`src/rtl/usb_hid_pkg.sv`:
```
// Shared definitions for the USB -> AXI HID report path.
// Used by the CDC stage and by the axi_clk-side consumer (hid_report_axis_tx).
//   REPORT_W      : width of one HID report word
//   hid_report_t  : one HID report word
package usb_hid_pkg;

  localparam int REPORT_W = 64;

  typedef logic [REPORT_W-1:0] hid_report_t;

endpackage

```
`src/rtl/hid_report_fifo.sv`:
```
// Synchronous first-word-fall-through FIFO.
// The head entry is visible on dout whenever empty is low.
// Ports:
//   clk, rst  : clock and synchronous active-high reset (empties the FIFO)
//   push, din : write request and its data; accepted when not full, or when
//               full and a pop happens in the same cycle
//   pop       : remove the head entry; ignored while empty
//   dout      : head entry (undefined while empty)
//   empty     : no entries
//   full      : DEPTH entries
//   level     : current occupancy, 0..DEPTH
// Pointers carry one extra MSB so full and empty can be told apart; they
// wrap modulo 2*DEPTH.
module hid_report_fifo #(
  parameter int WIDTH = 64,
  parameter int DEPTH = 8,
  localparam int AW = $clog2(DEPTH),
  localparam int PW = AW + 1
) (
  input  logic             clk,
  input  logic             rst,
  input  logic             push,
  input  logic             pop,
  input  logic [WIDTH-1:0] din,
  output logic [WIDTH-1:0] dout,
  output logic             empty,
  output logic             full,
  output logic [PW-1:0]    level
);

  logic [WIDTH-1:0] mem [DEPTH];
  logic [PW-1:0]    wr_ptr;
  logic [PW-1:0]    rd_ptr;
  logic             do_pop;
  logic             do_push;

  assign empty = (wr_ptr == rd_ptr);
  // Same slot index but different lap bit: writer is one full lap ahead.
  assign full  = (wr_ptr[AW-1:0] == rd_ptr[AW-1:0]) && (wr_ptr[AW] != rd_ptr[AW]);
  assign level = wr_ptr - rd_ptr;

  assign do_pop  = pop & ~empty;
  // When full, a same-cycle pop frees the head slot, which is exactly the
  // slot the write pointer addresses, so the write can land there.
  assign do_push = push & (~full | do_pop);

  assign dout = mem[rd_ptr[AW-1:0]];

  always_ff @(posedge clk) begin
    if (rst) begin
      wr_ptr <= '0;
      rd_ptr <= '0;
    end else begin
      if (do_push) wr_ptr <= wr_ptr + 1'b1;
      if (do_pop)  rd_ptr <= rd_ptr + 1'b1;
    end
  end

  // Storage is not reset; contents are only observable through valid pointers.
  always_ff @(posedge clk) begin
    if (!rst && do_push) mem[wr_ptr[AW-1:0]] <= din;
  end

endmodule

```
`src/rtl/hid_report_axis_tx.sv`:
```
// Consumer end of the USB -> AXI report crossing, axi_clk domain.
// Each 0->1 edge of the CDC level valid becomes one single-beat AXI4-Stream
// packet, buffered through a FWFT FIFO. Reports arriving while the FIFO is
// full (and not being drained that cycle) are dropped and counted.
// Optional build macro:
//   HID_REPORT_DEDUP_EN : discard a report equal to the last one written
//                         into the FIFO (not counted as a drop)
// Ports:
//   axi_clk, rst      : clock, synchronous active-high reset
//   usb_data_i        : report word from CDC, stable while valid is high
//   usb_data_valid_i  : level valid from CDC
//   m_axis_*          : AXI4-Stream master (tlast is always 1)
//   fifo_level        : FIFO occupancy, 0..FIFO_DEPTH
//   drop_cnt          : saturating count of reports lost to a full FIFO
//   overflow          : sticky, set on the first drop
// Handshake: a beat transfers on a cycle where m_axis_tvalid and
// m_axis_tready are both high; while tvalid is high and tready low, tdata
// and tvalid hold (the FIFO head only moves on a pop).
module hid_report_axis_tx
  import usb_hid_pkg::*;
#(
  parameter int FIFO_DEPTH = 8,
  parameter int CNT_W      = 16,
  localparam int LW = $clog2(FIFO_DEPTH) + 1
) (
  input  logic             axi_clk,
  input  logic             rst,
  input  hid_report_t      usb_data_i,
  input  logic             usb_data_valid_i,
  output hid_report_t      m_axis_tdata,
  output logic             m_axis_tvalid,
  input  logic             m_axis_tready,
  output logic             m_axis_tlast,
  output logic [LW-1:0]    fifo_level,
  output logic [CNT_W-1:0] drop_cnt,
  output logic             overflow
);

  logic valid_q;
  logic push;
  logic dup;
  logic fifo_push;
  logic fifo_wr;
  logic pop;
  logic drop;
  logic fifo_empty;
  logic fifo_full;

  // valid_q resets low, so a valid already high when rst releases is an edge.
  always_ff @(posedge axi_clk) begin
    if (rst) valid_q <= 1'b0;
    else     valid_q <= usb_data_valid_i;
  end

  assign push = usb_data_valid_i & ~valid_q & ~rst;

`ifdef HID_REPORT_DEDUP_EN
  hid_report_t last_rpt;
  logic        last_rpt_vld;

  assign dup = last_rpt_vld && (usb_data_i == last_rpt);

  always_ff @(posedge axi_clk) begin
    if (rst)          last_rpt_vld <= 1'b0;
    else if (fifo_wr) last_rpt_vld <= 1'b1;
  end

  // Tracks only words actually written, so a dropped report never becomes
  // the comparison reference.
  always_ff @(posedge axi_clk) begin
    if (fifo_wr) last_rpt <= usb_data_i;
  end
`else
  assign dup = 1'b0;
`endif

  assign fifo_push = push & ~dup;
  assign fifo_wr   = fifo_push & (~fifo_full | pop);
  assign drop      = fifo_push & fifo_full & ~pop;

  // Gating with rst guarantees no beat is offered in a reset cycle.
  assign m_axis_tvalid = ~fifo_empty & ~rst;
  assign m_axis_tlast  = 1'b1;
  assign pop           = m_axis_tvalid & m_axis_tready;

  hid_report_fifo #(
    .WIDTH (REPORT_W),
    .DEPTH (FIFO_DEPTH)
  ) u_fifo (
    .clk   (axi_clk),
    .rst   (rst),
    .push  (fifo_push),
    .pop   (pop),
    .din   (usb_data_i),
    .dout  (m_axis_tdata),
    .empty (fifo_empty),
    .full  (fifo_full),
    .level (fifo_level)
  );

  always_ff @(posedge axi_clk) begin
    if (rst) begin
      drop_cnt <= '0;
      overflow <= 1'b0;
    end else if (drop) begin
      overflow <= 1'b1;
      if (drop_cnt != '1) drop_cnt <= drop_cnt + 1'b1;
    end
  end

endmodule

```
`config.mk`:
```
export PLATFORM = sky130hd
export DESIGN_NAME = hid_report_axis_tx
export DESIGN_NICKNAME = d
export VERILOG_FILES = /design/src/rtl/usb_hid_pkg.sv /design/src/rtl/hid_report_fifo.sv /design/src/rtl/hid_report_axis_tx.sv
export SDC_FILE = /design/constraint.sdc
export NUM_CORES = 1
export LEC_CHECK = 0
export CORE_MARGIN = 10
export CORE_UTILIZATION = 60
export CTS_CLUSTER_SIZE = 24
export DETAILED_ROUTE_END_ITERATION = 16
export GPL_TIMING_DRIVEN = 0
export PLACE_DENSITY = 0.89
export SETUP_SLACK_MARGIN = 0.02
export SKIP_CTS_REPAIR_TIMING = 1
export SYNTH_ARGS = -nofsm -noshare
export SYNTH_HDL_FRONTEND = slang
export SYNTH_SLANG_ARGS = --single-unit
```
`constraint.sdc`:
```
create_clock -name axi_clk -period 22.4 [get_ports axi_clk]
set_input_delay 2.24 -clock axi_clk [delete_from_list [all_inputs] [get_ports axi_clk]]
set_output_delay 2.24 -clock axi_clk [all_outputs]
set_load 0.05 [all_outputs]
```
# Word level (Yosys, flattened, before mapping)
# Memory sizes are Yosys's and may differ from the RTL's. A register that Yosys moved wholly into a read port is not among the register bits.
# Cells that the tools add are included.
[classes]
addsub = 4
eq_ne = 4
muxes = 4
bitwise_logic = 14
n_reduce_logical = 4
[op_table]
columns = ["operator", "count"]
rows = [
  ["$add A16 B1 Y16 const B", 1],
  ["$ne A16 B16 Y1 const B", 1],
  ["$add A4 B1 Y4 const B", 2],
  ["$and A1 B1 Y1", 8],
  ["$mux W3", 2],
  ["$not A1 Y1", 5],
  ["$eq A4 B4 Y1", 1],
  ["$sub A4 B4 Y4", 1],
  ["$eq A3 B3 Y1", 1],
  ["$logic_and A1 B1 Y1", 2],
  ["$mux W1", 2],
  ["$reduce_and A2 Y1", 1],
  ["$logic_not A1 Y1", 1],
  ["$ne A1 B1 Y1", 1],
  ["$or A1 B1 Y1", 1],
]
[totals]
register_bits = 26
ram_bits = 512
input_bits = 68
out_inout_bits = 87
wordCells = 36
n_memories = 1
[memory_table]
columns = ["name", "words", "word_bits", "read_ports", "rd_ports_with_merged_regs", "wr", "line", "text"]
rows = [
  ["u_fifo.mem", 8, 64, 1, 1, 1, "hid_report_fifo.sv:31", "logic [WIDTH-1:0] mem [DEPTH];"],
]

# Depth between registers and ports, before layout
[depth]
depth_word = 10
mapped_depth = 7
depth_no_buf = 6

# Hierarchy
# From an unflattened synthesis, not the netlist that was laid out.
[hier_totals]
hier_cells = 925
hier_area_um2 = 20853.8
[by_module_without_submodules]
columns = ["module", "n_inst", "cells_each", "area_per_inst_um2", "seq_area_each_um2"]
rows = [
  ["hid_report_fifo", 1, 814, 19855.3, 15595.0],
  ["hid_report_axis_tx", 1, 111, 998.5, 360.3],
]

# Worst setup path before layout
# OpenSTA, ideal clock, no wires.
[synth_path]
path_type = "input to register"
from = "input rst"
to = "memory u_fifo.mem[0][0], enable pin"
setup_ps = 645
arrival_time_ps = 9058
t_required_ps = 21755
path_slack_ps = 12697
cell_stages = 4
path_buffers = 1
cell_sequence = "clkbuf_1 nor3b_1 o21ai_1 nor4_1"
[synth_via]
elab_chain_cells = 9
word_cells_on_any_way = 11
classes_between = "mux: 2; bitwise: 7; reduce/logical: 2"
[synth_lines]
columns = ["element", "line", "text"]
rows = [
  ["start: declaration", "hid_report_axis_tx.sv:27", "input logic rst,"],
  ["$not A1 Y1", "hid_report_axis_tx.sv:55, hid_report_axis_tx.sv:82", ""],
  ["$and A1 B1 Y1", "hid_report_axis_tx.sv:82", "assign m_axis_tvalid = ~fifo_empty & ~rst;"],
  ["$and A1 B1 Y1", "hid_report_axis_tx.sv:84", "assign pop = m_axis_tvalid & m_axis_tready;"],
  ["$and A1 B1 Y1", "hid_report_fifo.sv:42", "assign do_pop = pop & ~empty;"],
  ["$or A1 B1 Y1", "hid_report_fifo.sv:45", "assign do_push = push & (~full | do_pop);"],
  ["$and A1 B1 Y1", "hid_report_fifo.sv:45", ""],
  ["$logic_and A1 B1 Y1 *", "hid_report_fifo.sv:61", "if (!rst && do_push) mem[wr_ptr[AW-1:0]] <= din;"],
  ["$mux W1 *", "hid_report_fifo.sv:61", ""],
  ["$mux W1 (not written as such) *", "hid_report_fifo.sv:61", ""],
  ["end: declaration", "hid_report_fifo.sv:31", ""],
]
# Every way passes the cells marked *; elsewhere a longest branch is shown, timed or not.

# Final worst setup path
[layout_path]
from = "input rst"
to = "output m_axis_tvalid"
[layout_via]
elab_chain_cells = 2
[layout_lines]
columns = ["element", "line", "text"]
rows = [
  ["$not A1 Y1", "hid_report_axis_tx.sv:82", ""],
  ["$and A1 B1 Y1", "hid_report_axis_tx.sv:82", ""],
  ["end: declaration", "hid_report_axis_tx.sv:31", "output logic m_axis_tvalid,"],
]
# No other way between the ends.

==> flow_summary.json <==
{
  "finalClockSkew_ps": 25.0,
  "ys_ff_latch": 541,
  "die_height_um": 206,
  "vias": 10400,
  "num-nets-final": 1260,
  "synth_most_common_cell": "edfxtp_1",
  "clk_latency_ps": 570,
  "required_ps": 20160,
  "drt_iter0_drc": 1059,
  "synthFlopType": "edfxtp_1",
  "track_usage_pct": 22.4,
  "crit_arrival_ps": 4400,
  "instances_no_fill": 1675,
  "place_ws_ps": 15760,
  "finalSetupTns_ps": 0,
  "max-clock-path-buffers": 3,
  "async_flop_share_pct": 0,
  "die_area_mm2": 0.0422,
  "layout-drive-gt1-share_pct": 27.8,
  "post-route-min-period_ps": 6640,
  "yosysUniqueCellTypes": 45,
  "multi_input_area_mm2": 0.00454,
  "overflow": 0,
  "p_leak_nw": 7.84,
  "grt_pass1_vias": 11000,
  "core_mm2": 0.0338,
  "clk_pin_slew_ps": 60,
  "fp-row-count": 67,
  "cp-startpoint": "rst",
  "syn-num-nets": 993,
  "hpwl_um": 29400,
  "crit_path_end": "m_axis_tvalid",
  "htreeDepth": 2,
  "avgSynthCellArea_um2": 22.5,
  "hp-class": "register to register",
  "setup_viol": 0,
  "power_density_mw_per_mm2": 84.0,
  "tightest_slew_ps": 1080,
  "total_power_mw": 2.10,
  "drc": 0,
  "cts_buffers": 50,
  "die_w_um": 206,
  "cap_violations": 0,
  "finalHoldViolations": 0,
  "rrSetupSlack_ps": 18660,
  "critPathKind": "input pin to primary output",
  "seq_area_mm2": 0.0160,
  "grt_pass1_wl_um": 70100,
  "status": "finished, final reports clean",
  "fill_cells": 1791,
  "rsz0062_at_grt": "false",
  "max-vdd-ir-drop_v": 0.0000711,
  "start_kind": "input pin",
  "syn_inst": 918,
  "via_per_inst": 6.19,
  "wirelength_um": 46400,
  "grt_antenna_before_repair": 4,
  "cts_root_buf": "clkbuf_16",
  "gp_congestion": 0.802,
  "synth_area_mm2": 0.0206,
  "io_buffers": 153,
  "layout_setup_ws_ps": 15760,
  "crit_fanout": 10,
  "endpoint_kind": "primary output",
  "yosysWarningCount": 0,
  "r2r_cells": 10,
  "synth_top_area_share_pct": 74.5,
  "grt_max_degree": 27,
  "synth-edff-count": 512,
  "slew_headroom_pct": 27.2,
  "ys_seq_area_share_pct": 77.3,
  "clkSinkCount": 541,
  "reg2reg_to": "u_fifo.mem[1][35]$_DFFE_PP_",
  "wire_per_inst_um": 27.7,
  "max_freq_ghz": 0.151,
  "dp_cells": 1581,
  "start_util_pct": 61.1,
  "antenna_left": 0,
  "cts_tree": "yes",
  "yosys.area.top_type": "edfxtp_1",
  "dr.pass1.iters": 4,
  "synth_common_cells": "edfxtp_1, mux4_2, mux2_2, dfxtp_1, clkbuf_1",
  "slew_violations": 0,
  "area_growth_pct": 21.1,
  "io_pins": 155,
  "synth.area.top_cells": "edfxtp_1, mux4_2, mux2_2",
  "holdWs_ps": 491,
  "r2r-start": "u_fifo.wr_ptr[0]$_SDFFE_PP0P_",
  "post-route-period-util_pct": 29.6
}
-- sequential cells by signal, summed over array words and instances (netlist names), named ones only --
signal	cells
drop_cnt	16
overflow	1
u_fifo.mem	512
u_fifo.rd_ptr	4
u_fifo.wr_ptr	4
valid_q	1
-- worst min path at each step --
stage                                             start                       endpoint  cells past startpoint
after CTS                         overflow$_SDFFE_PP0P_          overflow$_SDFFE_PP0P_                      2
after detailed placement          overflow$_SDFFE_PP0P_          overflow$_SDFFE_PP0P_                      2
after floorplan           u_fifo.rd_ptr[3]$_SDFFE_PP0N_  u_fifo.rd_ptr[3]$_SDFFE_PP0N_                      1
final                             overflow$_SDFFE_PP0P_          overflow$_SDFFE_PP0P_                      2
after global placement            overflow$_SDFFE_PP0P_          overflow$_SDFFE_PP0P_                      2
after global routing              overflow$_SDFFE_PP0P_          overflow$_SDFFE_PP0P_                      2
-- final cells by class --
class                           count  area share, %
Tap cell                          448           2.24
Sequential cell                   541           63.8
Inverter                           10          0.150
Timing Repair Buffer              215           8.59
Buffer                             42          0.665
Clock buffer                       59           5.14
Antenna cell                        2         0.0200
Multi-Input combinational cell    325           18.1
Clock inverter                     33           1.27
-- per-layer routing --
layer	vias up	GRT usage, %	share of wire (%)	wire length [um]
met5	-	0	0.054	25
met3	92	3.90	6.8	3140
met1	5413	28.4	37	17400
met2	432	38.8	53	24700
met4	4	7.14	2.6	1200
li1	4430	-	-	-
-- critical path, cell delays in order --
cell,delay [ps]
clkdlybuf4s50_1,480
clkbuf_1,330
buf_1,480
nor2_1,130
clkdlybuf4s50_1,730
-- logic make-up after synthesis --
logic type                 after synthesis  synth area share (%)
xor gates and xnor gates                 7                 0.297
muxes                                  198                  17.8
AOI/OAI and AO/OA                       36                  1.11
buffers and inverters                   52                 0.988
and+or+nand+nor                         76                  2.10
DFF                                    541                  77.3
adders and majority gates                7                 0.461
other                                    1                0.0182
-- metrics by stage --
stage / util [%] / instance area, um2
2_1_floorplan: - / 20600
3_3_place_gp: 67.3 / 22700
3_5_place_dp: 69.3 / 23400
4_1_cts: 74.0 / 25000
5_1_grt: 74.0 / 25000
6_report: 74.0 / 25000
-- cells in the final DEF, fill, tap and decap left out, types with 3 or more instances in the layout --
| cell | instances |
|---|---|
| buf_1 | 14 |
| buf_6 | 24 |
| edfxtp_1 | 512 |
| nand4_1 | 3 |
| nor2_1 | 12 |
| nor3_2 | 4 |
| ha_1 | 6 |
| bufinv_16 | 6 |
| and4_1 | 4 |
| buf_4 | 32 |
| clkinv_1 | 13 |
| nand3_1 | 7 |
| buf_2 | 4 |
| clkinv_2 | 11 |
| or4_1 | 7 |
| clkdlybuf4s50_1 | 153 |
| xnor2_1 | 5 |
| dfxtp_1 | 29 |
| inv_1 | 10 |
| mux2i_1 | 4 |
| a21oi_1 | 13 |
| nor2b_1 | 3 |
| o21ai_0 | 5 |
| or3_1 | 6 |
| mux4_2 | 128 |
| clkbuf_1 | 32 |
| nor4_1 | 4 |
| nor4_2 | 3 |
| clkbuf_16 | 50 |
| nand2_1 | 11 |
| mux2_2 | 66 |
| buf_8 | 5 |
| o31ai_1 | 7 |
-- power by group --
part | internal (mW) | switching, mW
logic | 0.0618 | 0.0882
clock network | 0.479 | 0.355
registers | 1.11 | 0.00316
total | 1.66 | 0.446
(Power assumes the default switching activity.)
